--- config.mk ---
export PLATFORM = sky130hd
export DESIGN_NAME = mem_arbiter_flat
export DESIGN_NICKNAME = d
export VERILOG_FILES = /design/src/rtl/mem_arbiter_if.sv /design/src/rtl/mem_arbiter.sv /design/src/flat_wrapper.sv
export SDC_FILE = /design/constraint.sdc
export NUM_CORES = 1
export LEC_CHECK = 0
export ABC_AREA = 1
export BUFFER_PORTS_ARGS = -buffer_cell sky130_fd_sc_hd__clkbuf_2
export CORE_AREA = 2 2 148 150
export DETAILED_ROUTE_END_ITERATION = 12
export DIE_AREA = 0 0 150 152
export GPL_TIMING_DRIVEN = 0
export PLACE_DENSITY_LB_ADDON = 0.12
export SLEW_MARGIN = 5
export SYNTH_ARGS = -nofsm -noshare
export SYNTH_HDL_FRONTEND = slang
export SYNTH_SLANG_ARGS = --single-unit
export TNS_END_PERCENT = 5
--- constraint.sdc ---
create_clock -name i_clk -period 4.3 [get_ports i_clk]
set_clock_uncertainty 0.2 [all_clocks]
set_input_delay 0 -clock i_clk [delete_from_list [all_inputs] [get_ports i_clk]]
set_output_delay 0 -clock i_clk [all_outputs]
set_load 0.03 [all_outputs]
--- src/rtl/mem_arbiter_if.sv ---
// rtl/mem_arbiter_if.sv - request, memory-command and response bundle for mem_arbiter.
interface mem_arbiter_if #(
  parameter int TAG_BITS = 4
);
  logic                d_req_valid;
  logic [1:0]          d_req_cmd;
  logic [31:0]         d_req_addr;
  logic [63:0]         d_req_data;
  logic                i_req_valid;
  logic [31:0]         i_req_addr;
  logic                d_req_accepted;
  logic                i_req_accepted;
  logic [TAG_BITS-1:0] d_req_tag;
  logic [TAG_BITS-1:0] i_req_tag;
  logic [1:0]          mem_cmd;
  logic [31:0]         mem_addr;
  logic [63:0]         mem_data_out;
  logic [TAG_BITS-1:0] mem_tag;
  logic [63:0]         mem_data_in;
  logic [TAG_BITS-1:0] mem_data_tag;
  logic                d_resp_valid;
  logic                i_resp_valid;
  logic [63:0]         resp_data;
  logic [TAG_BITS-1:0] resp_tag;
  logic                spurious_resp;

  modport slave (
    input  d_req_valid, d_req_cmd, d_req_addr, d_req_data,
    input  i_req_valid, i_req_addr,
    input  mem_tag, mem_data_in, mem_data_tag,
    output d_req_accepted, i_req_accepted, d_req_tag, i_req_tag,
    output mem_cmd, mem_addr, mem_data_out,
    output d_resp_valid, i_resp_valid, resp_data, resp_tag, spurious_resp
  );

  modport master (
    output d_req_valid, d_req_cmd, d_req_addr, d_req_data,
    output i_req_valid, i_req_addr,
    output mem_tag, mem_data_in, mem_data_tag,
    input  d_req_accepted, i_req_accepted, d_req_tag, i_req_tag,
    input  mem_cmd, mem_addr, mem_data_out,
    input  d_resp_valid, i_resp_valid, resp_data, resp_tag, spurious_resp
  );
endinterface

--- src/rtl/mem_arbiter.sv ---
// rtl/mem_arbiter.sv - D/I-cache arbiter for one memory command port with starvation
// guard and a per-tag owner table that routes returning load data.
module mem_arbiter #(
  parameter int TAG_BITS     = 4,
  parameter int STARVE_LIMIT = 4
) (
  input  logic          i_clk,
  input  logic          i_rst,
  mem_arbiter_if.slave  bus
);
  localparam int NTAGS = 1 << TAG_BITS;
  localparam int CW    = $clog2(STARVE_LIMIT + 1);
  localparam logic [CW-1:0] LIMIT = CW'(STARVE_LIMIT);
  localparam logic [1:0] CMD_NONE  = 2'd0;
  localparam logic [1:0] CMD_LOAD  = 2'd1;

  logic [CW-1:0]       r_starve_cnt;
  logic [NTAGS-1:0]    r_busy;
  logic [NTAGS-1:0]    r_owner;
  logic                r_d_resp_valid;
  logic                r_i_resp_valid;
  logic                r_spurious;
  logic [63:0]         r_resp_data;
  logic [TAG_BITS-1:0] r_resp_tag;

  logic                w_d_valid;
  logic                w_grant_d;
  logic                w_grant_i;
  logic                w_mem_ok;
  logic                w_i_acc;
  logic                w_alloc;
  logic                w_ret_nz;
  logic                w_ret_hit;
  logic [NTAGS-1:0]    w_busy_nxt;
  logic [NTAGS-1:0]    w_owner_nxt;

  assign w_d_valid = bus.d_req_valid && (bus.d_req_cmd != CMD_NONE);
  assign w_grant_d = w_d_valid && ((r_starve_cnt < LIMIT) || !bus.i_req_valid);
  assign w_grant_i = bus.i_req_valid && !w_grant_d;
  assign w_mem_ok  = (bus.mem_tag != '0);
  assign w_i_acc   = w_grant_i && w_mem_ok;

  assign bus.d_req_accepted = w_grant_d && w_mem_ok;
  assign bus.i_req_accepted = w_i_acc;
  assign bus.d_req_tag      = (w_grant_d && w_mem_ok) ? bus.mem_tag : '0;
  assign bus.i_req_tag      = w_i_acc ? bus.mem_tag : '0;

  assign bus.mem_cmd      = w_grant_d ? bus.d_req_cmd : (w_grant_i ? CMD_LOAD : CMD_NONE);
  assign bus.mem_addr     = w_grant_d ? bus.d_req_addr : (w_grant_i ? bus.i_req_addr : 32'd0);
  assign bus.mem_data_out = w_grant_d ? bus.d_req_data : 64'd0;

  // Only accepted loads own a tag; stores never come back with data.
  assign w_alloc   = w_mem_ok && (w_grant_i || (w_grant_d && bus.d_req_cmd == CMD_LOAD));
  assign w_ret_nz  = (bus.mem_data_tag != '0);
  assign w_ret_hit = w_ret_nz && r_busy[bus.mem_data_tag];

  // Retire before allocate so a same-cycle reuse of a tag leaves it busy for the new owner.
  always_comb begin
    w_busy_nxt  = r_busy;
    w_owner_nxt = r_owner;
    if (w_ret_hit) begin
      w_busy_nxt[bus.mem_data_tag] = 1'b0;
    end
    if (w_alloc) begin
      w_busy_nxt[bus.mem_tag]  = 1'b1;
      w_owner_nxt[bus.mem_tag] = w_grant_i;
    end
  end

  always_ff @(posedge i_clk or posedge i_rst) begin
    if (i_rst) begin
      r_starve_cnt   <= '0;
      r_busy         <= '0;
      r_owner        <= '0;
      r_d_resp_valid <= 1'b0;
      r_i_resp_valid <= 1'b0;
      r_spurious     <= 1'b0;
      r_resp_data    <= 64'd0;
      r_resp_tag     <= '0;
    end else begin
      if (!bus.i_req_valid || w_i_acc) begin
        r_starve_cnt <= '0;
      end else if (r_starve_cnt < LIMIT) begin
        r_starve_cnt <= r_starve_cnt + 1'b1;
      end
      r_busy         <= w_busy_nxt;
      r_owner        <= w_owner_nxt;
      r_d_resp_valid <= w_ret_hit && !r_owner[bus.mem_data_tag];
      r_i_resp_valid <= w_ret_hit && r_owner[bus.mem_data_tag];
      r_spurious     <= w_ret_nz && !r_busy[bus.mem_data_tag];
      if (w_ret_hit) begin
        r_resp_data <= bus.mem_data_in;
        r_resp_tag  <= bus.mem_data_tag;
      end
    end
  end

  assign bus.d_resp_valid  = r_d_resp_valid;
  assign bus.i_resp_valid  = r_i_resp_valid;
  assign bus.spurious_resp = r_spurious;
  assign bus.resp_data     = r_resp_data;
  assign bus.resp_tag      = r_resp_tag;
endmodule

--- src/flat_wrapper.sv ---
// flat-port wrapper written by rule: the top's interface ports become plain ports
module mem_arbiter_flat 
#(
  parameter int TAG_BITS     = 4,
  parameter int STARVE_LIMIT = 4
)
  (i_clk, i_rst, bus_d_req_valid, bus_d_req_cmd, bus_d_req_addr, bus_d_req_data, bus_i_req_valid, bus_i_req_addr, bus_mem_tag, bus_mem_data_in, bus_mem_data_tag, bus_d_req_accepted, bus_i_req_accepted, bus_d_req_tag, bus_i_req_tag, bus_mem_cmd, bus_mem_addr, bus_mem_data_out, bus_d_resp_valid, bus_i_resp_valid, bus_resp_data, bus_resp_tag, bus_spurious_resp);
  mem_arbiter_if #(.TAG_BITS(TAG_BITS)) bus_i ();
  input  logic i_clk;
  input  logic i_rst;
  input wire logic [$bits(bus_i.d_req_valid)-1:0] bus_d_req_valid;
  input wire logic [$bits(bus_i.d_req_cmd)-1:0] bus_d_req_cmd;
  input wire logic [$bits(bus_i.d_req_addr)-1:0] bus_d_req_addr;
  input wire logic [$bits(bus_i.d_req_data)-1:0] bus_d_req_data;
  input wire logic [$bits(bus_i.i_req_valid)-1:0] bus_i_req_valid;
  input wire logic [$bits(bus_i.i_req_addr)-1:0] bus_i_req_addr;
  input wire logic [$bits(bus_i.mem_tag)-1:0] bus_mem_tag;
  input wire logic [$bits(bus_i.mem_data_in)-1:0] bus_mem_data_in;
  input wire logic [$bits(bus_i.mem_data_tag)-1:0] bus_mem_data_tag;
  output wire logic [$bits(bus_i.d_req_accepted)-1:0] bus_d_req_accepted;
  output wire logic [$bits(bus_i.i_req_accepted)-1:0] bus_i_req_accepted;
  output wire logic [$bits(bus_i.d_req_tag)-1:0] bus_d_req_tag;
  output wire logic [$bits(bus_i.i_req_tag)-1:0] bus_i_req_tag;
  output wire logic [$bits(bus_i.mem_cmd)-1:0] bus_mem_cmd;
  output wire logic [$bits(bus_i.mem_addr)-1:0] bus_mem_addr;
  output wire logic [$bits(bus_i.mem_data_out)-1:0] bus_mem_data_out;
  output wire logic [$bits(bus_i.d_resp_valid)-1:0] bus_d_resp_valid;
  output wire logic [$bits(bus_i.i_resp_valid)-1:0] bus_i_resp_valid;
  output wire logic [$bits(bus_i.resp_data)-1:0] bus_resp_data;
  output wire logic [$bits(bus_i.resp_tag)-1:0] bus_resp_tag;
  output wire logic [$bits(bus_i.spurious_resp)-1:0] bus_spurious_resp;
  assign bus_i.d_req_valid = bus_d_req_valid;
  assign bus_i.d_req_cmd = bus_d_req_cmd;
  assign bus_i.d_req_addr = bus_d_req_addr;
  assign bus_i.d_req_data = bus_d_req_data;
  assign bus_i.i_req_valid = bus_i_req_valid;
  assign bus_i.i_req_addr = bus_i_req_addr;
  assign bus_i.mem_tag = bus_mem_tag;
  assign bus_i.mem_data_in = bus_mem_data_in;
  assign bus_i.mem_data_tag = bus_mem_data_tag;
  assign bus_d_req_accepted = bus_i.d_req_accepted;
  assign bus_i_req_accepted = bus_i.i_req_accepted;
  assign bus_d_req_tag = bus_i.d_req_tag;
  assign bus_i_req_tag = bus_i.i_req_tag;
  assign bus_mem_cmd = bus_i.mem_cmd;
  assign bus_mem_addr = bus_i.mem_addr;
  assign bus_mem_data_out = bus_i.mem_data_out;
  assign bus_d_resp_valid = bus_i.d_resp_valid;
  assign bus_i_resp_valid = bus_i.i_resp_valid;
  assign bus_resp_data = bus_i.resp_data;
  assign bus_resp_tag = bus_i.resp_tag;
  assign bus_spurious_resp = bus_i.spurious_resp;
  mem_arbiter #(.TAG_BITS(TAG_BITS), .STARVE_LIMIT(STARVE_LIMIT)) u_core (.i_clk(i_clk), .i_rst(i_rst), .bus(bus_i));
endmodule
== After elaboration in Yosys (flattened, before gate mapping) ==
Cells that the tools add are included.
Widths: inputs -> output; s select.

* Output and inout port bits: 179
* Memories kept: 0
* Latch bits: 0
* ROM bits: 0
* Flip-flop bits (word level): 106
* RAM bits: 0
* Logic and storage cells: 62

* Reductions and logical operators: 24
* Equality and inequality tests: 1
* Add/subtract/negate cells: 1
* Order comparisons: 5
* Shift operators: 0
* Bitwise operators: 3
* Divide/modulo/power cells: 0
* Muxes and demuxes: 20
* Multiply operators: 0

{| class="wikitable"
|+ Operator list
! cell !! number
|-
| $mux 32 || 2
|-
| $mux 64 || 1
|-
| $mux 16 || 2
|-
| $and 16x16->16 || 1
|-
| $bwmux 16 || 1
|-
| $not 16->16 || 1
|-
| $or 16x16->16 || 1
|-
| $logic_and 1x1->1 || 13
|-
| $lt 4x5->1 const B || 2
|-
| $bmux 1 s4 || 2
|-
| $demux 1 s4 || 2
|-
| $ge 4x1->1 const B || 2
|-
| $mux 4 || 2
|-
| $reduce_bool 4->1 || 2
|-
| $mux 3 || 2
|-
| $mux 1 || 5
|-
| $logic_not 1->1 || 4
|-
| $reduce_bool 2->1 || 2
|-
| $add 3x1->3 const B || 1
|-
| $logic_or 1x1->1 || 3
|-
| $lt 3x3->1 const B || 1
|-
| $eq 2x1->1 const B || 1
|-
| $mux 2 || 1
|}

== Longest topological paths before layout ==
Gate-level depths: netlist of the first run.

* Depth in word-level cells: 9
* Mapped depth: 14
* Mapped depth without buffers: 11

== Least setup slack after synthesis of the first run ==
OpenSTA, ideal clock, no wires.

* Path type: register to output
* Start: register u_core.r_starve_cnt[2]
* End: output bus_i_req_tag[0]
* Slack: 2.329 ns
* Path buffers: 0
* Stages on the path, launching flop included: 7
* Data arrival time: 1.771 ns
* Required time: 4.100 ns
* Cells stage by stage: dfrtp_1 nand2_1 nand3_1 nand2_1 nor2_1 inv_1 nor2_1

* Cells in the longest elaborated chain, start to end: 7

{| class="wikitable"
|+ RTL lines
! item !! line !! source
|-
| start: declaration || mem_arbiter.sv:17 || <nowiki>logic [CW-1:0] r_starve_cnt;</nowiki>
|-
| start signal: assignment || mem_arbiter.sv:84 || <nowiki>r_starve_cnt <= r_starve_cnt + 1'b1;</nowiki>
|-
| $lt 3x3->1 || mem_arbiter.sv:38 || <nowiki>assign w_grant_d = w_d_valid && ((r_starve_cnt < LIMIT) || !bus.i_req_valid);</nowiki>
|-
| $logic_or 1x1->1 || mem_arbiter.sv:38 ||
|-
| $logic_and 1x1->1 || mem_arbiter.sv:38 ||
|-
| $logic_not 1->1 || mem_arbiter.sv:39 || <nowiki>assign w_grant_i = bus.i_req_valid && !w_grant_d;</nowiki>
|-
| $logic_and 1x1->1 || mem_arbiter.sv:39 ||
|-
| $logic_and 1x1->1 || mem_arbiter.sv:41 || <nowiki>assign w_i_acc = w_grant_i && w_mem_ok;</nowiki>
|-
| named net bus_i_req_accepted || flat_wrapper.sv:21 || <nowiki>output wire logic [$bits(bus_i.i_req_accepted)-1:0] bus_i_req_accepted;</nowiki>
|-
| $mux 4 || mem_arbiter.sv:46 || <nowiki>assign bus.i_req_tag = w_i_acc ? bus.mem_tag : '0;</nowiki>
|-
| end: declaration || flat_wrapper.sv:23 || <nowiki>output wire logic [$bits(bus_i.i_req_tag)-1:0] bus_i_req_tag;</nowiki>
|}

The timed path passes the listed nets, and every way through them passes these cells.

== Worst setup path in the final report of the first run ==
* Start: register u_core.r_starve_cnt[2]
* End: output bus_mem_addr[26]

* Cells in the longest elaborated chain, start to end: 7

{| class="wikitable"
|+ RTL lines
! item !! line !! source
|-
| $lt 3x3->1 * || mem_arbiter.sv:38 ||
|-
| $logic_or 1x1->1 * || mem_arbiter.sv:38 ||
|-
| $logic_and 1x1->1 * || mem_arbiter.sv:38 ||
|-
| $logic_not 1->1 || mem_arbiter.sv:39 ||
|-
| $logic_and 1x1->1 || mem_arbiter.sv:39 ||
|-
| $mux 32 || mem_arbiter.sv:49 || <nowiki>assign bus.mem_addr = w_grant_d ? bus.d_req_addr : (w_grant_i ? bus.i_req_addr : 32'd0);</nowiki>
|-
| $mux 32 * || mem_arbiter.sv:49 ||
|-
| end: declaration || flat_wrapper.sv:25 || <nowiki>output wire logic [$bits(bus_i.mem_addr)-1:0] bus_mem_addr;</nowiki>
|}

Mark *: on every way between the ends. The rest lies on a longest branch, timed or not.

==> results of run 1 <==
worst max-delay path, delay by kind of cell, from the launching register on:
| kind | cells | cell delay, ns |
|---|---|---|
| buf+inv | 3 | 0.86 |
| flops | 1 | 0.43 |
| compound gates | 1 | 0.32 |
| simple gates | 2 | 0.27 |
worst max path at each step:
| stage | to | slack (ns) | cells after the start | start |
|---|---|---|---|---|
| 3_5_place_dp | u_core.r_owner[14]$_DFFE_PP0P_ | 2.18 | 8 | u_core.r_starve_cnt[2]$_DFFE_PP0P_ |
| 3_3_place_gp | u_core.bus.resp_data[11]$_DFFE_PP0N_ | -0.25 | 2 | i_rst |
| 4_1_cts | bus_mem_addr[26] | 1.82 | 6 | u_core.r_starve_cnt[2]$_DFFE_PP0P_ |
| 6_report | bus_mem_addr[26] | 1.87 | 6 | u_core.r_starve_cnt[2]$_DFFE_PP0P_ |
| 2_1_floorplan | u_core.bus.d_resp_valid$_DFF_PP0_ | 1.31 | 1 | i_rst |
| 5_1_grt | bus_mem_addr[7] | 1.70 | 7 | u_core.r_starve_cnt[2]$_DFFE_PP0P_ |
logic make-up after synthesis:
family | Yosys count | share of synthesized area
simple gates | 460 | 0.340
buf+inv | 133 | 0.101
flops | 106 | 0.485
compound gates | 51 | 0.0694
xor+xnor | 1 | 0.00160
fa+ha+maj | 1 | 0.00229
sequential cells by signal, summed over array words and instances, names as in the netlist:
name and count:
u_core.bus.resp_data 64, u_core.r_busy 16, u_core.r_owner 16, u_core.bus.resp_tag 4
u_core.r_starve_cnt 3, u_core.bus.d_resp_valid 1, u_core.bus.i_resp_valid 1, u_core.bus.spurious_resp 1
cells in the final DEF (no fill, tap or decap):
cell / n
buf_6: 3
bufinv_16: 1
inv_6: 2
clkbuf_16: 9
buf_4: 2
nor2_2: 1
xor2_1: 1
a21oi_1: 2
clkinvlp_4: 2
buf_16: 1
o21ai_2: 1
inv_1: 89
a22o_1: 32
buf_1: 2
ha_1: 1
nor3_1: 1
nand3_1: 88
inv_2: 2
dlygate4sd3_1: 75
o21ai_0: 16
clkbuf_1: 14
dfrtp_1: 106
clkbuf_2: 383
nand4_1: 4
clkinv_2: 3
nand2_2: 1
nor2_1: 93
nand2_1: 271
buf_2: 20
nand3b_1: 1
where the power goes:
part	switching (uW)	total (uW)	internal, uW
logic	1360	1930	574
registers	177	1520	1350
clock network	380	831	451
layer usage:
metal | wire [um] | GRT usage | up-vias
met5 | 0 | 0 | -
met4 | 319 | 0.0508 | 0
met3 | 1300 | 0.0303 | 20
met2 | 10800 | 0.342 | 227
met1 | 10100 | 0.255 | 2822
li1 | - | - | 3274
stage by stage:
step	power, uW	util	cell area, sq um	setup TNS (ns)
after global placement	3420	0.362	7730	-24.99
after CTS	4350	0.413	8810	0
after detailed placement	3440	0.364	7760	0
after floorplan	2770	-	5460	0
after global routing	4580	0.413	8810	0
final	4280	0.413	8810	0
area by class of cell:
cell class	instances	area, sq um
Fill cell	2273	12500
Timing Repair Buffer	459	2700
Sequential cell	106	2650
Multi-Input combinational cell	513	2260
Inverter	92	350
Tap cell	280	350
Clock buffer	9	225
Buffer	41	209
Clock inverter	7	68.8
==> key figures, run 1 <==
Setup path
  • Slowest stage delay, CP: 0.43 ns
  • Critical path required time: 4.10 ns
  • Startpoint class of the critical path: register
  • Slowest stage cell, crit path: dfrtp_1
  • Crit path max fanout: 10
  • R2r endpoint: u_core.r_owner[14]$_DFFE_PP0P_
  • Worst r2r path cells: 8
  • Worst path arrival time: 2.23 ns
  • CP Cell Sequence: nand2_1 -> nand3_1 -> inv_1 -> clkbuf_1 -> a22o_1 -> clkbuf_2
  • Reg2reg start: u_core.r_starve_cnt[2]$_DFFE_PP0P_
  • Setup slack, reg-to-reg: 2.18 ns
  • Endpoint class of the critical path: primary output
  • WS Path Type: register to primary output

Synth
  • Syn_area_per_cell: 7.27 sq um
  • Synth Register Bits: 106
  • Top_reg_cell synth: dfrtp_1
  • Syn nets: 959
  • Ys Warns: 0
  • Most common cell in the netlist: nand2_1
  • Post-synth ARST share: 1.00
  • Area of the mapped netlist: 5460 sq um
  • Largest area contributor in the synthesized netlist: dfrtp_1
  • Share of the synthesized area in the top cell type: 0.485
  • Mapped Cells: 752
  • Sequential area share after synthesis: 0.485
  • Largest cells by area after synthesis: dfrtp_1 (49%), nand2_1 (19%), nand3_1 (8.1%)
  • Post-synth EDFFs: 0
  • Synth cell types: 22
  • Synth top cells by count: nand2_1 (271), dfrtp_1 (106), nor2_1 (93)

Clocking
  • PostCTS Resize Cnt: 0
  • CTS clk-pin slew, worst paths: 0.07 ns
  • Num CTS Buffers: 9
  • Clock sink total: 106
  • CTS tree: yes
  • Clock Path Buffers: 2
  • H-tree depth: 3
  • # hold bufs at CTS: 75
  • Worst-skew pair later-pin latency: 0.35 ns
  • Clk root buf: clkbuf_16
  • Setup repair bufs after CTS: 0

STA
  • Final Max Slew Viols: 0
  • Hold Fails Final Rpt: 0
  • Worst-Margin Slew: 0.642 ns
  • Setup-failing EPs final: 0
  • Minimum clock period: 2.43 ns
  • Relative slew slack: 0.570
  • Worst hold margin: 0.00102 ns
  • Final Cycle Share: 0.565
  • Post-route setup slack: 1.87 ns
  • Fmax: 412 MHz
  • RSZ-0062 raised after global routing: false

Route
  • WL per Instance: 15.0 um
  • Final wirelength: 22600 um
  • Vias: 6343
  • DR pass1 iterations: 4
  • DR DRC count: 0
  • Starting DRT DRC Count: 248
  • Antenna violation net count after detailed routing: 0
  • Vias/cell: 4.21

Floorplan
  • Die width: 150 um
  • Die Ht: 152 um
  • Rows: 54
  • Ports: 385
  • Core Box Area: 21400 sq um
  • Initial core utilization: 0.256
  • Die Footprint: 22800 sq um

Place
  • Placed cells: 1416
  • Port Buffer Count: 383
  • Place WS: 2.18 ns
  • GP Congestion: 0.833
  • DPL Wire Length: 18100 um

Power and ir drop
  • VDD IR max: 0.203 mV
  • Cell Pwr Density: 486 nW/um^2
  • Leakage power: 0.00537 uW

Global route
  • First-pass GRT wire length: 35000 um
  • Vias in the first global route: 6358
  • Tot GR Track Use: 0.197
  • Initial antenna violation count: 0
  • Largest net degree at the start of global routing: 64
  • Total congestion overflow: 0

Job
  • Max-Cap Viols: 0

Hold path
  • HP Class: primary input to async pin

Cells and area
  • Area growth syn-to-layout: 61.2%
  • Finished Layout Cells: 1507
  • Final Net Count: 1429
  • Antenna Cells: 0
  • Share of post-route cells with drive strength above 1: 0.351

Outcome
  • Status: finished clean
Power figures use the tool's default switching activity.
==> run 2: changes to the inputs <==
- clock period: 4.3 -> 2.5 ns (I/O delays scaled with it)
==> run 2 against run 1 <==
- hold slack improved by 0.12 ns
- critical path depth up 2
- worst setup slack lost 1.7 ns
- wire length fell by 0.54%
- flip-flop and latch count unchanged
- cell count about the same
- non-clock buffer count rose by 1
- design area is 0.82% higher
- total power grew 75%
- global-route usage fell by 0.16 points
- sequential power increased by 73%
==> key figures, run 2 (synthesized netlist as in run 1, its figures left out) <==
Outcome
  • Status: finished clean

Power and ir drop
  • Sequential share of power: 0.351
  • Internal power: 4190 uW
  • Comb pwr share: 0.444
  • VDD IR max: 0.344 mV
  • Switching power total: 3300 uW
  • Cell Pwr Density: 844 nW/um^2
  • Power Total: 7500 uW
  • Clk pwr share: 0.205
  • Leakage power: 0.00542 uW
  • Sw frac: 0.441

Global route
  • Total congestion overflow: 0
  • First-pass GRT wire length: 34900 um
  • Tot GR Track Use: 0.196
  • Largest net degree at the start of global routing: 32
  • Initial antenna violation count: 0
  • Vias in the first global route: 6373

STA
  • Worst-Margin Slew: 0.757 ns
  • Setup-failing EPs final: 0
  • Final Max Slew Viols: 0
  • Minimum clock period: 2.33 ns
  • Fmax: 430 MHz
  • Final Cycle Share: 0.930
  • RSZ-0062 raised after global routing: false
  • Hold Fails Final Rpt: 0
  • Post-route setup slack: 0.174 ns
  • Relative slew slack: 0.494
  • Final setup TNS: 0 ns

Place
  • Port Buffer Count: 383
  • Place WS: 0.339 ns
  • GP Congestion: 0.802
  • DPL Wire Length: 18200 um

Clocking
  • CTS clk-pin slew, worst paths: 0.07 ns
  • Clock Path Buffers: 2
  • Clk root buf: clkbuf_16
  • Setup repair bufs after CTS: 0
  • H-tree depth: 3
  • Num CTS Buffers: 9
  • Worst-skew pair later-pin latency: 0.34 ns
  • CTS tree: yes
  • Clock sink total: 106

Route
  • Met2 WL: 10500 um
  • Starting DRT DRC Count: 243
  • WL per Instance: 14.9 um
  • Vias: 6401
  • M1 WL: 9670 um
  • Antenna violation net count after detailed routing: 0
  • Vias/cell: 4.24
  • DR top layer: met4
  • Final wirelength: 22400 um
  • DR pass1 iterations: 4
  • Routed wl met3: 1450 um
  • DR DRC count: 0

Hold path
  • HP Class: primary input to primary output
  • Worst hold start: bus_d_req_data[36]

Floorplan
  • Ports: 385
  • Core Box Area: 21400 sq um
  • Die width: 150 um
  • Die Footprint: 22800 sq um
  • Die Ht: 152 um
  • Initial core utilization: 0.256
  • Rows: 54

Cells and area
  • Share of post-route cells with drive strength above 1: 0.359
  • Max reg flops: 64
  • Final Net Count: 1430
  • Commonest non-fill, non-tap cells in the layout: clkbuf_2 (389), nand2_1 (271), dfrtp_1 (105)
  • Filler instances: 2315
  • Antenna Cells: 0
  • Area growth syn-to-layout: 62.5%
  • Util after Layout: 0.416
  • Most common cell after layout, fill and taps aside: clkbuf_2

Setup path
  • CP bufs+invs: 4
  • Worst path arrival time: 2.13 ns
  • Slowest stage delay, CP: 0.44 ns
  • Startpoint class of the critical path: register
  • Slowest stage cell, crit path: dfrtp_2
  • Crit path max fanout: 10
  • Reg2reg start: u_core.r_starve_cnt[2]$_DFFE_PP0P_
  • CP Cell Sequence: nand2_1 -> nand3_1 -> nand2_1 -> inv_1 -> clkbuf_4 -> buf_4 -> a22o_1 -> clkbuf_2
  • WS Path Type: register to primary output
  • Worst Setup SP: u_core.r_starve_cnt[2]$_DFFE_PP0P_
  • Critical path required time: 2.30 ns
  • Most used cell along the critical path: nand2_1
  • Endpoint class of the critical path: primary output
  • Cell family with most CP delay: buffers and inverters

Job
  • Max-Cap Viols: 0
run 2: cell count changes in the layout (fill, tap and decap cells not counted):
cell           before  now
buf_1               2    0
buf_12              0    2
buf_2              20   17
buf_4               2    3
bufinv_16           1    2
clkbuf_1           14    9
clkbuf_2          383  389
clkbuf_4            0    3
clkinv_4            0    1
clkinvlp_4          2    1
dfrtp_1           106  105
dfrtp_2             0    1
dlygate4sd3_1      75   74
inv_6               2    1
run 2: worst register-to-register path, delay by kind of cell, from the launching register on:
kind | cells | cell delay [ns]
DFF | 1 | 0.44
AOI/OAI and AO/OA | 1 | 0.18
and+or+nand+nor | 7 | 1.21
run 2: final timing paths:
| path | to | slack, ns | depth (start not counted) |
|---|---|---|---|
| min | bus_mem_data_out[36] | 0.12 | 4 |
| max reg2reg | u_core.r_owner[8]$_DFFE_PP0P_ | 0.37 | 8 |
| max in group asynchronous | u_core.bus.resp_data[38]$_DFFE_PP0N_ | 1.21 | 5 |
| max | bus_mem_addr[22] | 0.17 | 8 |
| min reg2reg | u_core.r_busy[0]$_DFF_PP0_ | 0.27 | 1 |
| min in group asynchronous | u_core.bus.resp_data[5]$_DFFE_PP0N_ | 0.13 | 3 |
run 2: cell type report:
class | instances | area, sq um | share of cell area
timing repair buffer | 460 | 2730 | 0.307
inverter | 92 | 349 | 0.0393
clock inverter | 7 | 92.6 | 0.0104
multi-input combinational | 513 | 2260 | 0.254
buffer | 41 | 225 | 0.0254
clock buffer | 9 | 225 | 0.0254
sequential | 106 | 2650 | 0.299
tap | 280 | 350 | 0.0394
run 2: what timing repair did:
item / CTS / global route
endpoints found under the setup margin: 2 / 72
hold buffers: 74 / 0
gates resized for setup: 2 / 15
pin swaps: 0 / 0
endpoints found under the hold margin: 144 / 0
run 2: power by group through the flow:
stage               clock network (uW)  registers [uW]  logic, uW
floorplan                            0            3650       1110
global placement                     0            2640       3240
detailed placement                   0            2660       3270
CTS                               1580            2630       3370
global route                      1660            2710       3620
finish                            1540            2630       3330
run 2: layer usage:
metal	global-route usage	up-vias
li1	-	3269
met1	0.248	2855
met2	0.324	247
met3	0.0372	30
met4	0.0831	0
met5	0	-
run 2: stage by stage:
step / hold slack, ns / cells / instance area [sq um]
floorplan: -0.0553 / 752 / 5470
global placement: 0.0318 / 1415 / 7730
detailed placement: -0.0444 / 1418 / 7800
CTS: 0.119 / 1508 / 8860
global route: 0.126 / 1508 / 8880
finish: 0.119 / 1508 / 8880
